$ cat src/rtl/alu_pkg.sv
// rtl/alu_pkg.sv - shared ALU opcode tags, width default and result-stage state type
package alu_pkg;

    localparam int ALU_W = 16;

    localparam logic [1:0] OP_AND = 2'd0;
    localparam logic [1:0] OP_OR  = 2'd1;
    localparam logic [1:0] OP_XOR = 2'd2;
    localparam logic [1:0] OP_NOT = 2'd3;

    // Result-stage FIFO occupancy doubles as its state
    typedef enum logic [1:0] {
        OCC_EMPTY = 2'd0,
        OCC_ONE   = 2'd1,
        OCC_FULL  = 2'd2
    } occ_state_e;

endpackage

$ cat src/rtl/alu_result_stage_if.sv
// rtl/alu_result_stage_if.sv - upstream/downstream valid-ready bundle of the ALU result stage
interface alu_result_stage_if #(
    parameter int size = 16,
    parameter int opw  = 2
);
    logic            in_valid;
    logic            in_ready;
    logic [size-1:0] in_data;
    logic [opw-1:0]  in_op;
    logic            out_valid;
    logic            out_ready;
    logic [size-1:0] out_data;
    logic [opw-1:0]  out_op;
    logic            out_zero;
    logic            out_neg;
    logic            out_parity;

    // Stage side: accepts gate results, presents the head entry
    modport slave (
        input  in_valid, in_data, in_op, out_ready,
        output in_ready, out_valid, out_data, out_op, out_zero, out_neg, out_parity
    );

    // Environment side: produces gate results, consumes the head entry
    modport master (
        output in_valid, in_data, in_op, out_ready,
        input  in_ready, out_valid, out_data, out_op, out_zero, out_neg, out_parity
    );
endinterface

$ cat src/rtl/alu_flags.sv
// rtl/alu_flags.sv - combinational zero/negative/parity flags of a result word
module alu_flags
    import alu_pkg::*;
#(
    parameter int size = ALU_W
) (
    input  logic [size-1:0] data_i,
    output logic            zero_o,
    output logic            neg_o,
    output logic            parity_o
);

    // Flags are pure functions of the word being pushed
    always_comb begin
        zero_o   = (data_i == '0);
        neg_o    = data_i[size-1];
        parity_o = ^data_i;
    end

endmodule

$ cat src/rtl/alu_result_stage.sv
// rtl/alu_result_stage.sv - two-entry registered skid FIFO with status flags behind the ALU gates
module alu_result_stage
    import alu_pkg::*;
#(
    parameter int size = ALU_W,
    parameter int opw  = 2
) (
    input  logic               clk,
    input  logic               rst,
    alu_result_stage_if.slave  bus,
    output logic [15:0]        res_count
);

    typedef struct packed {
        logic [size-1:0] data;
        logic [opw-1:0]  op;
        logic            zero;
        logic            neg;
        logic            parity;
    } entry_t;

    occ_state_e  state_q, state_d;
    entry_t      mem_q [2];
    logic        wr_q, rd_q;
    logic [15:0] res_count_q;

    logic   push, pop;
    logic   flag_zero, flag_neg, flag_parity;
    entry_t new_entry;
    entry_t head;

    alu_flags #(.size(size)) u_flags (
        .data_i   (bus.in_data),
        .zero_o   (flag_zero),
        .neg_o    (flag_neg),
        .parity_o (flag_parity)
    );

    // Handshake strobes; ready/valid derive from registered state only
    always_comb begin
        bus.in_ready  = (state_q != OCC_FULL);
        bus.out_valid = (state_q != OCC_EMPTY);
        push          = bus.in_valid && bus.in_ready;
        pop           = bus.out_valid && bus.out_ready;
        new_entry     = '{data: bus.in_data, op: bus.in_op, zero: flag_zero,
                          neg: flag_neg, parity: flag_parity};
    end

    // Occupancy next-state from push/pop
    always_comb begin
        state_d = state_q;
        case (state_q)
            OCC_EMPTY: if (push) state_d = OCC_ONE;
            OCC_ONE: begin
                if (push && !pop)      state_d = OCC_FULL;
                else if (pop && !push) state_d = OCC_EMPTY;
            end
            OCC_FULL:  if (pop) state_d = OCC_ONE;
            default:   state_d = OCC_EMPTY;
        endcase
    end

    // State, pointers and delivered-result counter
    always_ff @(posedge clk or posedge rst) begin
        if (rst) begin
            state_q     <= OCC_EMPTY;
            wr_q        <= 1'b0;
            rd_q        <= 1'b0;
            res_count_q <= 16'd0;
        end else begin
            state_q <= state_d;
            if (push) wr_q <= ~wr_q;
            if (pop) begin
                rd_q        <= ~rd_q;
                res_count_q <= res_count_q + 16'd1;
            end
        end
    end

    // Entry storage; written only on an accepted push so idle X never lands here
    always_ff @(posedge clk or posedge rst) begin
        if (rst) begin
            for (int i = 0; i < 2; i++) mem_q[i] <= '0;
        end else if (push) begin
            mem_q[wr_q] <= new_entry;
        end
    end

    // Head entry drives the outputs, forced to zero while empty
    always_comb begin
        head           = bus.out_valid ? mem_q[rd_q] : '0;
        bus.out_data   = head.data;
        bus.out_op     = head.op;
        bus.out_zero   = head.zero;
        bus.out_neg    = head.neg;
        bus.out_parity = head.parity;
        res_count      = res_count_q;
    end

endmodule

$ cat src/flat_wrapper.sv
// flat-port wrapper written by rule: the top's interface ports become plain ports
module alu_result_stage_flat import alu_pkg::*;
#(
    parameter int size = ALU_W,
    parameter int opw  = 2
)
  (clk, rst, res_count, bus_in_valid, bus_in_data, bus_in_op, bus_out_ready, bus_in_ready, bus_out_valid, bus_out_data, bus_out_op, bus_out_zero, bus_out_neg, bus_out_parity);
  alu_result_stage_if #(.size(size), .opw(opw)) bus_i ();
  input  logic clk;
  input  logic rst;
  output logic [15:0] res_count;
  input wire logic [$bits(bus_i.in_valid)-1:0] bus_in_valid;
  input wire logic [$bits(bus_i.in_data)-1:0] bus_in_data;
  input wire logic [$bits(bus_i.in_op)-1:0] bus_in_op;
  input wire logic [$bits(bus_i.out_ready)-1:0] bus_out_ready;
  output wire logic [$bits(bus_i.in_ready)-1:0] bus_in_ready;
  output wire logic [$bits(bus_i.out_valid)-1:0] bus_out_valid;
  output wire logic [$bits(bus_i.out_data)-1:0] bus_out_data;
  output wire logic [$bits(bus_i.out_op)-1:0] bus_out_op;
  output wire logic [$bits(bus_i.out_zero)-1:0] bus_out_zero;
  output wire logic [$bits(bus_i.out_neg)-1:0] bus_out_neg;
  output wire logic [$bits(bus_i.out_parity)-1:0] bus_out_parity;
  assign bus_i.in_valid = bus_in_valid;
  assign bus_i.in_data = bus_in_data;
  assign bus_i.in_op = bus_in_op;
  assign bus_i.out_ready = bus_out_ready;
  assign bus_in_ready = bus_i.in_ready;
  assign bus_out_valid = bus_i.out_valid;
  assign bus_out_data = bus_i.out_data;
  assign bus_out_op = bus_i.out_op;
  assign bus_out_zero = bus_i.out_zero;
  assign bus_out_neg = bus_i.out_neg;
  assign bus_out_parity = bus_i.out_parity;
  alu_result_stage #(.size(size), .opw(opw)) u_core (.clk(clk), .rst(rst), .bus(bus_i), .res_count(res_count));
endmodule
$ cat config.mk
export PLATFORM = sky130hd
export DESIGN_NAME = alu_result_stage_flat
export DESIGN_NICKNAME = d
export VERILOG_FILES = /design/src/rtl/alu_pkg.sv /design/src/rtl/alu_result_stage_if.sv /design/src/rtl/alu_flags.sv /design/src/rtl/alu_result_stage.sv /design/src/flat_wrapper.sv
export SDC_FILE = /design/constraint.sdc
export NUM_CORES = 1
export LEC_CHECK = 0
export ABC_AREA = 1
export CORE_MARGIN = 2
export CORE_UTILIZATION = 55
export CTS_CLUSTER_SIZE = 8
export DETAILED_ROUTE_END_ITERATION = 8
export PLACE_DENSITY = 0.85
export SLEW_MARGIN = 20
export SYNTH_ARGS = -nofsm -noshare
export SYNTH_HDL_FRONTEND = slang
export SYNTH_SLANG_ARGS = --single-unit
$ cat constraint.sdc
create_clock -name clk -period 3.63 [get_ports clk]
set_input_delay 0.726 -clock clk [delete_from_list [all_inputs] [get_ports clk]]
set_output_delay 0.726 -clock clk [all_outputs]
set_load 0.1 [all_outputs]
==> flow_metrics.env <==
export IMPL_hold_viol=0
export IMPL_numPortBuffers=60
export IMPL_grt_util_met2_pct=39.1
export IMPL_use_met3_pct=3.22
export IMPL_end_kind="output pin"
export IMPL_synth_cell_types=28
export IMPL_slew_viol_final=0
export IMPL_setup_worst_path_start="u_core.res_count[4]"
export IMPL_root_buffer="clkbuf_8"
export IMPL_min_path_cells=2
export IMPL_track_usage_pct=23.3
export IMPL_min_period_ns=2.69
export IMPL_synthFlopType="dfrtp_1"
export IMPL_antenna_found_initial=0
export IMPL_cts_setup_buffers=0
export IMPL_max_freq_ghz=0.371
export IMPL_num_io_pins=61
export IMPL_synth_top_cell_area_share_pct=49.8
export IMPL_slew_headroom_pct=34.5
export IMPL_cts_hold_buf=0
export IMPL_worstPathRequired_ns=2.90
export IMPL_crit_family="buffers and inverters"
export IMPL_grt_pass1_vias=2481
export IMPL_area_delta_synth_final_pct=25.1
export IMPL_drt_first_pass_iters=4
export IMPL_cts_inserted_buffers=9
export IMPL_finalNetCount=464
export IMPL_dieHeight_um=78.1
export IMPL_run_status="finished clean"
export IMPL_initial_core_util_pct=58.0
export IMPL_antennaDiodeCount=0
export IMPL_setup_viol=0
export IMPL_cts_resized_gates=0
export IMPL_hp_class="flop to flop"
export IMPL_synth_fp_nets=405
export IMPL_grt_busiest_layer="met2"
export IMPL_path_buf_inv=1
export IMPL_slowest_stage="clkdlybuf4s50_1"
export IMPL_crit_path_max_fanout=6
export IMPL_fp_dieArea_um2=6090
export IMPL_yosysWarnings=0
export IMPL_regArea_um2=1500
export IMPL_numClockSinks=60
export IMPL_async_flop_share_pct=100
export IMPL_htreeDepth=3
export IMPL_worstReg2RegStart="u_core.state_q[1]"
export IMPL_fp_row_count=26
export IMPL_drc_errors=0
export IMPL_max_stage_delay_ns=1.18
export IMPL_drt_initial_drc_count=167
export IMPL_crit_path_cell_trace="clkdlybuf4s50_1"
export IMPL_instances_no_fill=506
export IMPL_drive_gt1_share_pct=11.9
export IMPL_yosysTopAreaCell="dfrtp_1"
export IMPL_synth_seq_cells=60
export IMPL_setup_worst_path_end="res_count[4]"
export IMPL_clk_latency_ns=0.33
export IMPL_reg2regPathDepth=8
export IMPL_drv_cap=0
export IMPL_cp_arrival_ns=1.97
export IMPL_fp_dieW_um=78.1
export IMPL_rrSetupSlack_ns=1.98
export IMPL_wirelength_mm=6.62
export IMPL_synth_edf_count=0
export IMPL_multi_input_area_um2=1270
export IMPL_clock_path_buffers=2
export IMPL_cp_depth=1
export IMPL_fillers=422
export IMPL_synthCells=374
export IMPL_ys_seq_area_share_pct=49.8
export IMPL_cts_tree="done"
export IMPL_rsz0062_at_grt="false"
export IMPL_vias_per_cell=5.16
export IMPL_final_cell_area_um2=3770
export IMPL_netlist_area_um2=3020
export IMPL_grt_pass1_wl_mm=11.3
export IMPL_use_met1_pct=31.1
export IMPL_dp_hpwl_mm=4.51
export IMPL_routedWlPerCell_um=13.1
export IMPL_placedCellCount=492
export IMPL_place_congestion=0.773
export IMPL_worstReg2RegEnd="u_core.res_count[12]"
export IMPL_clkTransAtPathRegs_ns=0.06
export IMPL_ant_nets=0
export IMPL_synth_area_leaders="dfrtp_1, nand2_1, inv_1"
export IMPL_timing_final_crit_share_pct=74.2
export IMPL_skew_ns=0.00626
export IMPL_startpoint_type="flop"
export IMPL_avgSynthCellArea_um2=8.07
export IMPL_grt_overflow_total=0
export IMPL_coreArea_um2=5200
export IMPL_setup_tns_ns=0
export IMPL_worst_slew_pin_slew_ns=0.979
export IMPL_dpl_cell_area_um2=3600
export IMPL_grt_max_degree=61
export IMPL_path_class="flop to output pin"
export IMPL_vias=2610
## synth_stat cells (all sizes together), types with 2 or more instances
cell / count
nand2: 135
dfrtp: 60
inv: 44
o21ai: 39
a21oi: 21
nor2: 15
buf: 10
ha: 9
nand3: 8
xnor2: 7
xor2: 7
clkbuf: 6
nand4: 6
nor3: 2
## through the flow
step / worst slack [ns] / hold WS (ns) / util [%]
floorplan: 0.113 / 0.449 / -
CTS: 0.931 / 0.489 / 72.5
finish: 0.937 / 0.485 / 72.5
detailed placement: 1.11 / 0.474 / 69.1
global placement: 1.20 / 0.462 / 69.1
global route: 0.869 / 0.515 / 72.5
## cell type report
cell class,instances,area share (%)
Clock buffer,12,4.38
Clock inverter,2,0.265
Inverter,44,4.38
Multi-Input combinational cell,254,33.7
Sequential cell,60,39.8
Tap cell,70,2.32
Timing Repair Buffer,64,15.2
## how the worst min path moves through the flow
stage / to / slack [ns] / from
6_report: u_core.mem_q[7] / 0.48 / u_core.mem_q[7]
5_1_grt: u_core.mem_q[2] / 0.52 / u_core.mem_q[2]
4_1_cts: u_core.mem_q[4] / 0.49 / u_core.mem_q[4]
3_5_place_dp: u_core.mem_q[7] / 0.47 / u_core.mem_q[7]
3_3_place_gp: u_core.mem_q[0] / 0.46 / u_core.mem_q[0]
2_1_floorplan: u_core.mem_q[0] / 0.45 / u_core.mem_q[0]
## registers in the layout, indices dropped and copies added (netlist names)
signal and count:
u_core.mem_q 40, u_core.res_count 16, u_core.state_q 2, u_core.rd_q 1
u_core.wr_q 1
## routing by layer
layer	part of all wire, %	wire [um]	up-vias
met5	0	0	-
li1	-	-	1294
met2	50	3310	72
met4	1.3	87	0
met3	4.5	297	9
met1	44	2930	1235
## cells by family after synthesis
| family | count (synthesis) | synth area share, % |
|---|---|---|
| simple gates | 170 | 24.0 |
| compound gates | 60 | 9.95 |
| buf+inv | 60 | 8.09 |
| flops | 60 | 49.8 |
| xor+xnor | 14 | 4.06 |
| fa+ha+maj | 9 | 3.73 |
| mux | 1 | 0.373 |
## cells in the final DEF (no fill, tap or decap)
| master | instances |
|---|---|
| nand2_1 | 134 |
| dfrtp_1 | 60 |
| inv_1 | 42 |
| clkdlybuf4s50_1 | 37 |
| buf_4 | 27 |
| a21oi_1 | 21 |
| o21ai_0 | 20 |
| o21ai_1 | 19 |
| clkbuf_8 | 12 |
| nor2_1 | 10 |
| ha_1 | 9 |
| xor2_1 | 7 |
| xnor2_1 | 7 |
| nand3_1 | 6 |
| nand4_1 | 6 |
| nor2_4 | 3 |
| inv_2 | 2 |
| nor2_2 | 2 |
| nor3_1 | 2 |
| clkinv_2 | 2 |
| nor4_1 | 1 |
| nand2_2 | 1 |
| nand3_4 | 1 |
| nand3b_1 | 1 |
| mux2_1 | 1 |
| and3_1 | 1 |
| nand3_2 | 1 |
| or2_2 | 1 |
Power is not shown: default switching activity piles up to over one toggle a cycle in this logic, so the estimate is an artifact.
==> patch 1, RTL diff (same flow settings) <==
`opw` is set to 2 in 3 places; all go to 1.
--- a/src/rtl/alu_result_stage_if.sv
+++ b/src/rtl/alu_result_stage_if.sv
@@ -1,7 +1,7 @@
 // rtl/alu_result_stage_if.sv - upstream/downstream valid-ready bundle of the ALU result stage
 interface alu_result_stage_if #(
     parameter int size = 16,
-    parameter int opw  = 2
+    parameter int opw  = 1
 );
     logic            in_valid;
     logic            in_ready;
--- a/src/rtl/alu_result_stage.sv
+++ b/src/rtl/alu_result_stage.sv
@@ -3,7 +3,7 @@
     import alu_pkg::*;
 #(
     parameter int size = ALU_W,
-    parameter int opw  = 2
+    parameter int opw  = 1
 ) (
     input  logic               clk,
     input  logic               rst,
--- a/src/flat_wrapper.sv
+++ b/src/flat_wrapper.sv
@@ -2,7 +2,7 @@
 module alu_result_stage_flat import alu_pkg::*;
 #(
     parameter int size = ALU_W,
-    parameter int opw  = 2
+    parameter int opw  = 1
 )
   (clk, rst, res_count, bus_in_valid, bus_in_data, bus_in_op, bus_out_ready, bus_in_ready, bus_out_valid, bus_out_data, bus_out_op, bus_out_zero, bus_out_neg, bus_out_parity);
   alu_result_stage_if #(.size(size), .opw(opw)) bus_i ();
Ports: changed (resized bus_in_op and bus_out_op); port bits go from 61 to 59. No check against the original RTL was run, so the function may have changed too.
==> patch 1 against the unedited design <==
- synthesized area is 0.91% higher
- cell count shrank 0.20%
- wire length is 4.5% lower
- worst setup slack lost 0.10 ns
- clock skew about the same
- core utilization down 3.3 points
- sequential share of layout area fell by 1.2 points
- fmax is 3.7% lower
- sequential cell count down 2
- count of clock-buffer cells in the layout grew 1
- cell area fell by 0.20%
- highest routed layer unchanged
Power is left out: the tool's default activity adds up to more than one toggle a clock period on the data nets, which glitch-free logic cannot reach.
==> patch 1: results (changes against the unedited design) <==
[status]
status = completed  ; unchanged

[placement]
gp_congestion = 0.7836  ; was 0.7725
place_inst = 489  ; was 492
io_buffers = 58  ; was 60

[setup_path]
critical_path.slowest_cell = clkinv_1  ; was clkdlybuf4s50_1
crit_path_max_incr_delay_ns = 0.56  ; was 1.18 ns
r2r_cells = 6  ; was 8
cp_max_fo = 21  ; was 6
r2r_setup_slack_ns = 2.00  ; was 1.98 ns

[grt]
grt_start_max_net_pins = 42  ; was 61
grt_pass1_vias = 2440  ; was 2481
met1_usage = 0.2715  ; was 0.3107
grt_pass1_wl_um = 10830  ; was 11260 µm

[layout]
fillers = 452  ; was 422
clk_share = 0.04751  ; was 0.04642
final_layout_size_suffix_gt1_frac = 0.1732  ; was 0.1193
multi_input_area_um2 = 1333  ; was 1271 µm²
bufAreaShareNonClock = 0.1455  ; was 0.1519
largest_register_ffs = 38  ; was 40

[synthesis]
synth_xor_xnor_area_share = 0.04316  ; was 0.04065
synthesis.nets = 400  ; was 405
synth-seq-cells = 58  ; was 60
yosys.area_share.adder = 0.03699  ; was 0.03733
muxShareOfSynthArea = 0  ; was 0.003733
synth-compound-area-share = 0.1056  ; was 0.09954

[routing]
wirelength_um = 6321  ; was 6620 µm

[timing]
fmax_mhz = 357.5  ; was 371.3 MHz
holdWs_ns = 0.4835  ; was 0.4850 ns
finalClockSkew_ns = 0.006617  ; was 0.006257 ns

[hold_path]
whs_endpoint = u_core.mem_q[33]  ; was u_core.mem_q[7]
hp-start = u_core.mem_q[33]  ; was u_core.mem_q[7]

==> patch 1: cell types whose count changed in the layout (fill, tap and decap cells not counted), moves of 3 or more <==
| cell | unedited run | this run |
|---|---|---|
| clkbuf_1 | 0 | 4 |
| clkbuf_8 | 12 | 9 |
| inv_1 | 42 | 37 |
| inv_2 | 2 | 6 |
| nand2_1 | 134 | 127 |
| nand2_2 | 1 | 13 |
| nand4_1 | 6 | 3 |
| nor2_1 | 10 | 13 |
| o21ai_0 | 20 | 10 |
| o21ai_1 | 19 | 15 |
| o21ai_2 | 0 | 11 |
==> patch 1: kinds of logic (layout without fill, tap and decap cells) <==
family,count (synthesis),count (layout)
DFF,58,58
xor gates and xnor gates,15,15
AOI/OAI and AO/OA,56,56
and+or+nand+nor,174,174
adders and majority gates,9,9
buffers and inverters,58,121
==> patch 1: per-layer routing <==
layer | vias to the layer above | wire, µm
met5 | - | 0
met4 | 0 | 140
met3 | 14 | 306
met2 | 69 | 3119
met1 | 1138 | 2754
li1 | 1269 | -
==> patch 2, RTL diff (same settings) <==
Without the edit above. Make the reset (`rst`) synchronous in 2 clocked blocks.
--- a/src/rtl/alu_result_stage.sv
+++ b/src/rtl/alu_result_stage.sv
@@ -61,7 +61,7 @@
     end
 
     // State, pointers and delivered-result counter
-    always_ff @(posedge clk or posedge rst) begin
+    always_ff @(posedge clk) begin
         if (rst) begin
             state_q     <= OCC_EMPTY;
             wr_q        <= 1'b0;
@@ -78,7 +78,7 @@
     end
 
     // Entry storage; written only on an accepted push so idle X never lands here
-    always_ff @(posedge clk or posedge rst) begin
+    always_ff @(posedge clk) begin
         if (rst) begin
             for (int i = 0; i < 2; i++) mem_q[i] <= '0;
         end else if (push) begin
Check against the original RTL: differs if rst is asserted again (counterexample within 4 cycles, from zero or initial values and one cycle with rst high); with rst held inactive, the same outputs for 10 cycles.
==> patch 2 against the unedited design <==
- cell area grew 0.17%
- count of clock-buffer cells in the layout fell by 2
- sequential cell count increased by 1
- hold slack got worse by 0.011 ns
- worst setup slack worse by 0.10 ns
- synthesized area shrank 1.7%
- cell count is 2.8% lower
- sequential share of layout area is 3.1 points higher
- wire length is 1.4% lower
- die area is 1.7% lower
- core utilization up 1.0 points
- largest cell class unchanged
==> patch 2: results (changes against the unedited design) <==
[timing]
tightest_slew_ns = 0.9876  ; was 0.9791 ns

[layout]
fin_util = 0.7354  ; was 0.7250
clock_buffers = 10  ; was 12
clk_share = 0.05429  ; was 0.04642
nNetsFinal = 448  ; was 464
seq_area_frac = 0.4290  ; was 0.3979
multi_input_area_um2 = 1114  ; was 1271 µm²
bufAreaShareNonClock = 0.1562  ; was 0.1519
fillers = 417  ; was 422
inverters = 43  ; was 44
buffers = 66  ; was 64

[placement]
gp_congestion = 0.7877  ; was 0.7725
place_inst = 476  ; was 492
place_ws_ns = 0.8737  ; was 1.113 ns
dp_hpwl_um = 4470  ; was 4514 µm

[synthesis]
synth_commonest_cells = 94 x nand2_1, 63 x nor2_1, 43 x inv_1, 40 x edfxtp_1, 32 x a21oi_1  ; was 134 x nand2_1, 60 x dfrtp_1, 44 x inv_1, 21 x a21oi_1, 20 x o21ai_0
synth_xor_xnor_area_share = 0.02068  ; was 0.04065
synth_seq_area_share = 0.5471  ; was 0.4977
synth-compound-area-share = 0.06585  ; was 0.09954
synth_edf_count = 40  ; was 0
synth_area_leaders = edfxtp_1 41%, dfxtp_1 14%, nand2_1 12%  ; was dfrtp_1 50%, nand2_1 17%, inv_1 5.5%
muxShareOfSynthArea = 0  ; was 0.003733
synthesis.nets = 385  ; was 405
yosys.area_share.adder = 0.03799  ; was 0.03733
yosysUniqueCellTypes = 21  ; was 28
syn-cell-area_um2 = 2964  ; was 3017 µm²
async_flop_share = 0  ; was 1.000
synthCells = 354  ; was 374

[status]
status = completed  ; unchanged

[routing]
route.met3.wl_um = 413  ; was 297 µm
post_drt_via_cell_ratio = 5.047  ; was 5.158
wirelength_um = 6525  ; was 6620 µm
wl_met1_um = 2574  ; was 2930 µm

[grt]
grt_start_max_net_pins = 23  ; was 61
grt_use_total = 0.2262  ; was 0.2325
met3_usage = 0.04884  ; was 0.03218

[cts]
clkSinkCount = 61  ; was 60

-- patch 2: cell types whose count changed in the layout (fill, tap and decap cells not counted), sizes merged, moves of 3 or more --
cell and delta:
nor2 +51, dfxtp +21, xor2 -4, nand2 -41, dfrtp -60, o21ai -32
nand3 +5, edfxtp +40, a21oi +11, xnor2 -3
-- patch 2: worst paths after layout --
| check | from | endpoint | slack (ns) | depth (start not counted) |
|---|---|---|---|---|
| worst max-delay path | u_core.state_q[1] | bus_out_valid | 0.84 | 3 |
| worst min-delay path | u_core.res_count[5] | u_core.res_count[5] | 0.47 | 2 |
| worst max register to register | u_core.state_q[0] | u_core.mem_q[0][14] | 1.90 | 8 |
| worst min register to register | u_core.res_count[5] | u_core.res_count[5] | 0.47 | 2 |
-- patch 2: worst max-delay path: stages (launching register included) --
cell,delay [ns]
dfxtp_1,0.38
inv_1,0.07
nand2_1,0.12
clkdlybuf4s50_1,1.16
